[src/rtl/sum_accumulator_pkg.sv]
// Shared definitions for the sum_accumulator block: FSM state encoding and
// default widths used by the interface, the adder and the top level.
package sum_accumulator_pkg;

    typedef enum logic [1:0] {
        IDLE  = 2'd0,
        ACCUM = 2'd1,
        DONE  = 2'd2
    } state_e;

    localparam int unsigned SUM_W_DEF = 7;
    localparam int unsigned ACC_W_DEF = 12;
    localparam int unsigned CNT_W_DEF = 4;
    localparam int unsigned BATCH_DEF = 8;

endpackage

[src/rtl/sum_accumulator_if.sv]
// Handshake bundle between the adder6 sum source, the accumulator and the
// result sink; master drives samples and takes results, slave is the block.
interface sum_accumulator_if
    import sum_accumulator_pkg::*;
#(
    parameter int unsigned SUM_W = SUM_W_DEF,
    parameter int unsigned ACC_W = ACC_W_DEF,
    parameter int unsigned CNT_W = CNT_W_DEF
);
    logic             in_valid;
    logic             in_ready;
    logic [SUM_W-1:0] in_sum;
    logic             clear;
    logic             out_valid;
    logic             out_ready;
    logic [ACC_W-1:0] out_acc;
    logic [CNT_W-1:0] out_count;
    logic             out_ovf;

    modport master (
        output in_valid, in_sum, clear, out_ready,
        input  in_ready, out_valid, out_acc, out_count, out_ovf
    );

    modport slave (
        input  in_valid, in_sum, clear, out_ready,
        output in_ready, out_valid, out_acc, out_count, out_ovf
    );

endinterface

[src/rtl/sum_accumulator_sat_add.sv]
// Combinational W-bit unsigned add returning sum and carry-out.
// With SUM_ACCUMULATOR_SAT_EN defined the sum clamps to all-ones on carry.
module sat_add
    import sum_accumulator_pkg::*;
#(
    parameter int unsigned W = ACC_W_DEF
) (
    input  logic [W-1:0] a_i,
    input  logic [W-1:0] b_i,
    output logic [W-1:0] sum_o,
    output logic         carry_o
);
    logic [W:0] raw;

    always_comb begin
        raw     = {1'b0, a_i} + {1'b0, b_i};
        carry_o = raw[W];
`ifdef SUM_ACCUMULATOR_SAT_EN
        sum_o   = raw[W] ? '1 : raw[W-1:0];
`else
        sum_o   = raw[W-1:0];
`endif
    end

endmodule

[src/rtl/sum_accumulator.sv]
// Batch accumulator: sums BATCH accepted samples and holds the total until
// taken. Optional clamp-on-overflow via SUM_ACCUMULATOR_SAT_EN (see sat_add).
module sum_accumulator
    import sum_accumulator_pkg::*;
#(
    parameter int unsigned SUM_W = SUM_W_DEF,
    parameter int unsigned ACC_W = ACC_W_DEF,
    parameter int unsigned BATCH = BATCH_DEF,
    parameter int unsigned CNT_W = CNT_W_DEF
) (
    input logic              clk,
    input logic              rst_n,
    sum_accumulator_if.slave bus
);
    localparam logic [CNT_W-1:0] BATCH_C = CNT_W'(BATCH);

    state_e           state_q;
    logic [ACC_W-1:0] acc_q;
    logic [ACC_W-1:0] acc_d;
    logic [CNT_W-1:0] cnt_q;
    logic [CNT_W-1:0] cnt_d;
    logic             ovf_q;
    logic             carry;
    logic             in_ready_q;
    logic             out_valid_q;
    logic             accept;
    logic [ACC_W-1:0] sum_ext;

    assign sum_ext = {{(ACC_W - SUM_W){1'b0}}, bus.in_sum};
    assign accept  = bus.in_valid & in_ready_q;
    assign cnt_d   = cnt_q + 1'b1;

    sat_add #(.W(ACC_W)) u_add (
        .a_i     (acc_q),
        .b_i     (sum_ext),
        .sum_o   (acc_d),
        .carry_o (carry)
    );

    // IDLE and ACCUM share the accept path: acc is already zero in IDLE, so
    // the first sample lands as acc=in_sum and BATCH=1 goes straight to DONE.
    always_ff @(posedge clk or negedge rst_n) begin
        if (!rst_n) begin
            state_q     <= IDLE;
            acc_q       <= '0;
            cnt_q       <= '0;
            ovf_q       <= 1'b0;
            in_ready_q  <= 1'b0;
            out_valid_q <= 1'b0;
        end else if (bus.clear) begin
            state_q     <= IDLE;
            acc_q       <= '0;
            cnt_q       <= '0;
            ovf_q       <= 1'b0;
            in_ready_q  <= 1'b1;
            out_valid_q <= 1'b0;
        end else begin
            case (state_q)
                IDLE, ACCUM: begin
                    in_ready_q <= 1'b1;
                    if (accept) begin
                        acc_q <= acc_d;
                        cnt_q <= cnt_d;
                        ovf_q <= ovf_q | carry;
                        if (cnt_d == BATCH_C) begin
                            state_q     <= DONE;
                            in_ready_q  <= 1'b0;
                            out_valid_q <= 1'b1;
                        end else begin
                            state_q <= ACCUM;
                        end
                    end
                end
                DONE: begin
                    if (bus.out_ready) begin
                        state_q     <= IDLE;
                        acc_q       <= '0;
                        cnt_q       <= '0;
                        ovf_q       <= 1'b0;
                        in_ready_q  <= 1'b1;
                        out_valid_q <= 1'b0;
                    end
                end
                default: begin
                    state_q     <= IDLE;
                    acc_q       <= '0;
                    cnt_q       <= '0;
                    ovf_q       <= 1'b0;
                    in_ready_q  <= 1'b1;
                    out_valid_q <= 1'b0;
                end
            endcase
        end
    end

    assign bus.in_ready  = in_ready_q;
    assign bus.out_valid = out_valid_q;
    assign bus.out_acc   = acc_q;
    assign bus.out_count = cnt_q;
    assign bus.out_ovf   = ovf_q;

endmodule
[src/flat_wrapper.sv]
// flat-port wrapper written by rule: the top's interface ports become plain ports
module sum_accumulator_flat import sum_accumulator_pkg::*;
#(
    parameter int unsigned SUM_W = SUM_W_DEF,
    parameter int unsigned ACC_W = ACC_W_DEF,
    parameter int unsigned BATCH = BATCH_DEF,
    parameter int unsigned CNT_W = CNT_W_DEF
)
  (clk, rst_n, bus_in_valid, bus_in_sum, bus_clear, bus_out_ready, bus_in_ready, bus_out_valid, bus_out_acc, bus_out_count, bus_out_ovf);
  sum_accumulator_if #(.SUM_W(SUM_W), .ACC_W(ACC_W), .CNT_W(CNT_W)) bus_i ();
  input logic clk;
  input logic rst_n;
  input wire logic [$bits(bus_i.in_valid)-1:0] bus_in_valid;
  input wire logic [$bits(bus_i.in_sum)-1:0] bus_in_sum;
  input wire logic [$bits(bus_i.clear)-1:0] bus_clear;
  input wire logic [$bits(bus_i.out_ready)-1:0] bus_out_ready;
  output wire logic [$bits(bus_i.in_ready)-1:0] bus_in_ready;
  output wire logic [$bits(bus_i.out_valid)-1:0] bus_out_valid;
  output wire logic [$bits(bus_i.out_acc)-1:0] bus_out_acc;
  output wire logic [$bits(bus_i.out_count)-1:0] bus_out_count;
  output wire logic [$bits(bus_i.out_ovf)-1:0] bus_out_ovf;
  assign bus_i.in_valid = bus_in_valid;
  assign bus_i.in_sum = bus_in_sum;
  assign bus_i.clear = bus_clear;
  assign bus_i.out_ready = bus_out_ready;
  assign bus_in_ready = bus_i.in_ready;
  assign bus_out_valid = bus_i.out_valid;
  assign bus_out_acc = bus_i.out_acc;
  assign bus_out_count = bus_i.out_count;
  assign bus_out_ovf = bus_i.out_ovf;
  sum_accumulator #(.SUM_W(SUM_W), .ACC_W(ACC_W), .BATCH(BATCH), .CNT_W(CNT_W)) u_core (.clk(clk), .rst_n(rst_n), .bus(bus_i));
endmodule
[config.mk]
export PLATFORM = sky130hd
export DESIGN_NAME = sum_accumulator_flat
export DESIGN_NICKNAME = d
export VERILOG_FILES = /design/src/rtl/sum_accumulator_pkg.sv /design/src/rtl/sum_accumulator_if.sv /design/src/rtl/sum_accumulator_sat_add.sv /design/src/rtl/sum_accumulator.sv /design/src/flat_wrapper.sv
export SDC_FILE = /design/constraint.sdc
export NUM_CORES = 1
export LEC_CHECK = 0
export CAP_MARGIN = 5
export CORE_ASPECT_RATIO = 0.6
export CORE_UTILIZATION = 55
export DETAILED_ROUTE_END_ITERATION = 6
export HOLD_SLACK_MARGIN = 0.08
export PLACE_DENSITY = 0.94
export SYNTH_ARGS = -nofsm -noshare
export SYNTH_HDL_FRONTEND = slang
export SYNTH_HIERARCHICAL = 1
export SYNTH_SLANG_ARGS = --single-unit
[constraint.sdc]
create_clock -name clk -period 4.3 [get_ports clk]
set_clock_uncertainty 0.05 [all_clocks]
set_input_delay 0.645 -clock clk [delete_from_list [all_inputs] [get_ports clk]]
set_output_delay 0.645 -clock clk [all_outputs]
set_load 0.01 [all_outputs]
## Yosys cells after proc, flatten, opt, wreduce, memory -nomap -nowiden

Index checks and enable logic that the tools add are counted.

- Register bits after elaboration: 21
- Input bits: 12
- Word-level logic and storage cells: 46

- $add $sub $neg: 2
- Equality and inequality tests: 6
- Muxes and demuxes: 26
- Bitwise gates (word level): 2
- Reduce and logical (&&, ||, !) cells: 4

Operators with widths:

| kind | count |
|---|---|
| $mux 12 | 3 |
| $pmux 12 s2 | 1 |
| $add 12x7->13 | 1 |
| $mux 4 | 3 |
| $mux 1 | 10 |
| $mux 2 | 4 |
| $pmux 4 s2 | 1 |
| $ne 3x2->1 const B | 2 |
| $pmux 1 s2 | 3 |
| $add 4x1->4 const B | 1 |
| $eq 4x4->1 const B | 1 |
| $pmux 2 s2 | 1 |
| $ne 3x3->1 const B | 1 |
| $reduce_and 3->1 | 1 |
| $eq 2x1->1 const B | 1 |
| $eq 2x2->1 const B | 1 |
| $logic_not 2->1 | 1 |
| $reduce_and 2->1 | 1 |
| $reduce_or 2->1 | 1 |
| $and 1x1->1 | 1 |
| $or 1x1->1 | 1 |

## Longest topological paths before layout

- Depth in word-level cells: 6
- Depth in mapped cells: 8
- Depth with buffers taken out: 8

## Modules after synthesis

The synthesis kept the hierarchy.

By module, submodules not included:

| module | times used | cells each | area each (um2) | seq. area each (um2) |
|---|---|---|---|---|
| sum_accumulator | 1 | 67 | 918.4 | 525.5 |
| sat_add | 1 | 82 | 628.1 | 0.0 |

## Least setup slack after synthesis

No wires, ideal clock.

- Path kind: input -> register
- Start point: in bus_in_sum[0]
- End point: reg u_core.ovf_q, in the netlist u_core/bus.out_ovf
- Setup time: 0.118 ns
- Data arrival time: 2.208 ns
- Data required time: 4.132 ns
- Path slack: 1.924 ns
- Stages: 8
- Path buffers: 0
- Path through: ha_1 -> fa_1 -> a211oi_1 -> o21ai_0 -> a31o_1 -> a31o_1 -> a21oi_1 -> nor2_1

- Cells in the longest elaborated chain, start to end: 5

RTL lines:

| what | RTL line | RTL |
|---|---|---|
| from (decl) | flat_wrapper.sv:14 | `input wire logic [$bits(bus_i.in_sum)-1:0] bus_in_sum;` |
| $add 12x7->13 | sum_accumulator_sat_add.sv:16 | `raw = {1'b0, a_i} + {1'b0, b_i};` |
| via u_core.carry | sum_accumulator.sv:23 | `logic carry;` |
| $or 1x1->1 | sum_accumulator.sv:64 | `ovf_q <= ovf_q \| carry;` |
| $mux 1 | sum_accumulator.sv:61 | `if (accept) begin` |
| $pmux 1 s2 | sum_accumulator.sv:58 | `case (state_q)` |
| $mux 1 | sum_accumulator.sv:50 | `end else if (bus.clear) begin` |
| to (signal assigned) | sum_accumulator.sv:64 |  |
| to (decl) | sum_accumulator.sv:22 | `logic ovf_q;` |

The timed path passes the listed nets, and every way through them passes these cells. The select of a mux whose other input is x is not followed.
A chain may end at the register's enable or synchronous reset.

## Worst setup path after layout

Ends and elaborated chain as after synthesis.

==> impl_metrics.yaml <==
outcome:
  status: "complete, no violations"
detailed_routing:
  dr.pass1.iters: 4
  drt-wirelength-per-cell_um: 18.12
  antenna_left: 0
  drc: 0
  vias: 1382
  wl_mm: 3.895
  drt_iter0_drc: 76
  vias_per_cell: 6.428
synthesis:
  synth_ff_type: "dfrtp_1"
  ys_ff_latch: 21
  avgSynthCellArea_um2: 10.38
  synthArstFlopShare_pct: 100.0
  yosysTopAreaCell: "dfrtp_1"
  synth_edf_count: 0
  syn_area_mm2: 0.001546
  synth_seq_area_share_pct: 33.98
  synthTopCellsByArea: "dfrtp_1 (34%), ha_1 (11%), a22o_2 (9.1%)"
  syn_inst: 149
  synth_warnings: 6
  synth_cell_types: 48
  synth_most_common_cell: "dfrtp_1"
  synth_top_cells_by_count: "dfrtp_1 (21), a22o_2 (14), ha_1 (13)"
  synth_top_cell_area_share_pct: 33.98
worst_setup_path:
  worstPathArrival_ns: 2.86
  endpoint_kind: "flop"
  path_class: "input port to flop"
  r2r_slack_ns: 1.92
  crit_required_ns: 4.42
  start_kind: "input port"
  path_max_fanout: 3
clocking:
  insertion_delay_ns: 0.27
  clk_pin_slew_ns: 0.09
  numCtsBuffers: 3
  cts_hold_buf: 0
  cts_root_buffer: "clkbuf_8"
  cts_tree: "yes"
  post_cts_buffers: 0
  cts_resized: 0
  htreeDepth: 1
  clock-sinks: 21
  clockBufferDepth: 2
grt:
  antenna_found_initial: 0
  grt_first_pass_wirelength_mm: 6.196
  grtUsageTotal_pct: 27.28
  grt_overflow: 0
  grt_max_degree: 22
  grt_pass1_vias: 1365
floorplan:
  start_util_pct: 60.06
  top_level_ports: 31
  dieArea_mm2: 0.003035
  core-area_mm2: 0.002575
  die_x_um: 70.46
  rows: 14
  dieHeight_um: 43.08
power_and_ir_drop:
  fin_total_pwr_mw: 0.6656
  power_density_mw_per_mm2: 345.9
  leakage_nw: 0.9006
  max-vdd-ir-drop_mv: 0.2231
timing:
  period_minus_slack_ns: 2.735
  maxSlewHeadroom_pct: 33.71
  worstMarginPinSlew_ns: 0.9912
  grt_setup_unrepaired: "false"
  slew_viol_final: 0
  fin_setup_tns_ns: 0
  max_freq_mhz: 365.6
  finalHoldViolCount: 0
  finalSetupViolCount: 0
  min_period_over_period_pct: 63.61
final_layout:
  layout-drive-gt1-share_pct: 15.30
  syn_to_final_growth_pct: 24.43
  diodes: 0
  nets: 210
placed_design:
  gp_congestion: 0.8767
  hpwl_mm: 2.819
  port_buffers: 30
hold_path:
  hold_path_class: "flop to flop"
flow_run:
  maxCapViolCount: 0
final timing paths:
kind | from | end | cells past startpoint
min in group asynchronous | rst_n | u_core/bus.out_count[3]$_DFFE_PN0P_ | 1
worst min register to register | u_core/bus.out_acc[9]$_DFFE_PN0P_ | u_core/bus.out_acc[9]$_DFFE_PN0P_ | 1
worst min-delay path | u_core/bus.out_acc[9]$_DFFE_PN0P_ | u_core/bus.out_acc[9]$_DFFE_PN0P_ | 1
worst max-delay path | bus_in_sum[0] | u_core/bus.out_ovf$_DFFE_PN0P_ | 9
worst max register to register | u_core/bus.out_acc[0]$_DFFE_PN0P_ | u_core/bus.out_ovf$_DFFE_PN0P_ | 8
max in group asynchronous | rst_n | u_core/bus.out_acc[5]$_DFFE_PN0P_ | 1
critical path: stages:
cell and delay (ns):
clkdlybuf4s50_1 0.40, ha_1 0.21, fa_1 0.43, a211oi_1 0.32
o21ai_0 0.21, a31o_1 0.26, a31o_1 0.20, a21oi_1 0.13
nor2_1 0.05
area by class of cell:
cell class / count / area [um^2]
Clock buffer: 3 / 41.29
Inverter: 1 / 3.754
Sequential cell: 21 / 525.5
Fill cell: 160 / 650.6
Tap cell: 32 / 40.04
Multi-Input combinational cell: 126 / 1001
Clock inverter: 1 / 5.005
Timing Repair Buffer: 31 / 307.8
per-layer routing:
layer,track usage (%),wire (um)
met4,9.600,30
met1,35.00,1775
met3,6.888,265
met2,45.14,1823
met5,0,0
where the power goes:
part	switching, mW	internal [mW]	leakage (nW)
Combinational	0.145	0.145	0.599
Sequential	0.0198	0.217	0.276
Clock	0.0736	0.0649	0.0255
Total	0.239	0.427	0.901
logic make-up (layout without fill, tap and decap cells):
group                      after synthesis  after routing  synth area share, %
AOI/OAI and AO/OA                       51             51                26.38
xor gates and xnor gates                 8              8                4.531
adders and majority gates               14             14                11.81
buffers and inverters                    6             36                2.669
DFF                                     21             21                33.98
muxes                                    2              2                1.375
other                                    1              5               0.2425
and+or+nand+nor                         46             46                19.01
cells in the final DEF (no fill, tap or decap), types with 5 or more instances in the layout:
cell type	instances
nor2_1	7
a22o_2	14
ha_1	13
clkdlybuf4s50_1	30
conb_1	5
a21oi_1	9
a21o_1	6
nand2_1	5
nand3_1	5
dfrtp_1	21
xnor2_1	6
flip-flops by register name, indices dropped and copies added, names as in the netlist:
name / count
u_core/bus.out_acc: 12
u_core/bus.out_count: 4
u_core/bus.in_ready: 1
u_core/state_q: 2
u_core/bus.out_valid: 1
u_core/bus.out_ovf: 1
per-stage QoR:
step           utilization [%]  worst slack (ns)  cell area [um^2]  hold WS (ns)  instances
2_1_floorplan                -             1.924              1562        0.2994        153
3_3_place_gp             72.93             1.406              1878        0.4443        211
3_5_place_dp             72.93             1.331              1878        0.4701        211
4_1_cts                  74.73             1.607              1924        0.4935        215
5_1_grt                  74.73             1.452              1924        0.5206        215
6_report                 74.73             1.565              1924        0.4930        215
Note: power is estimated with default switching activity, not from simulation.
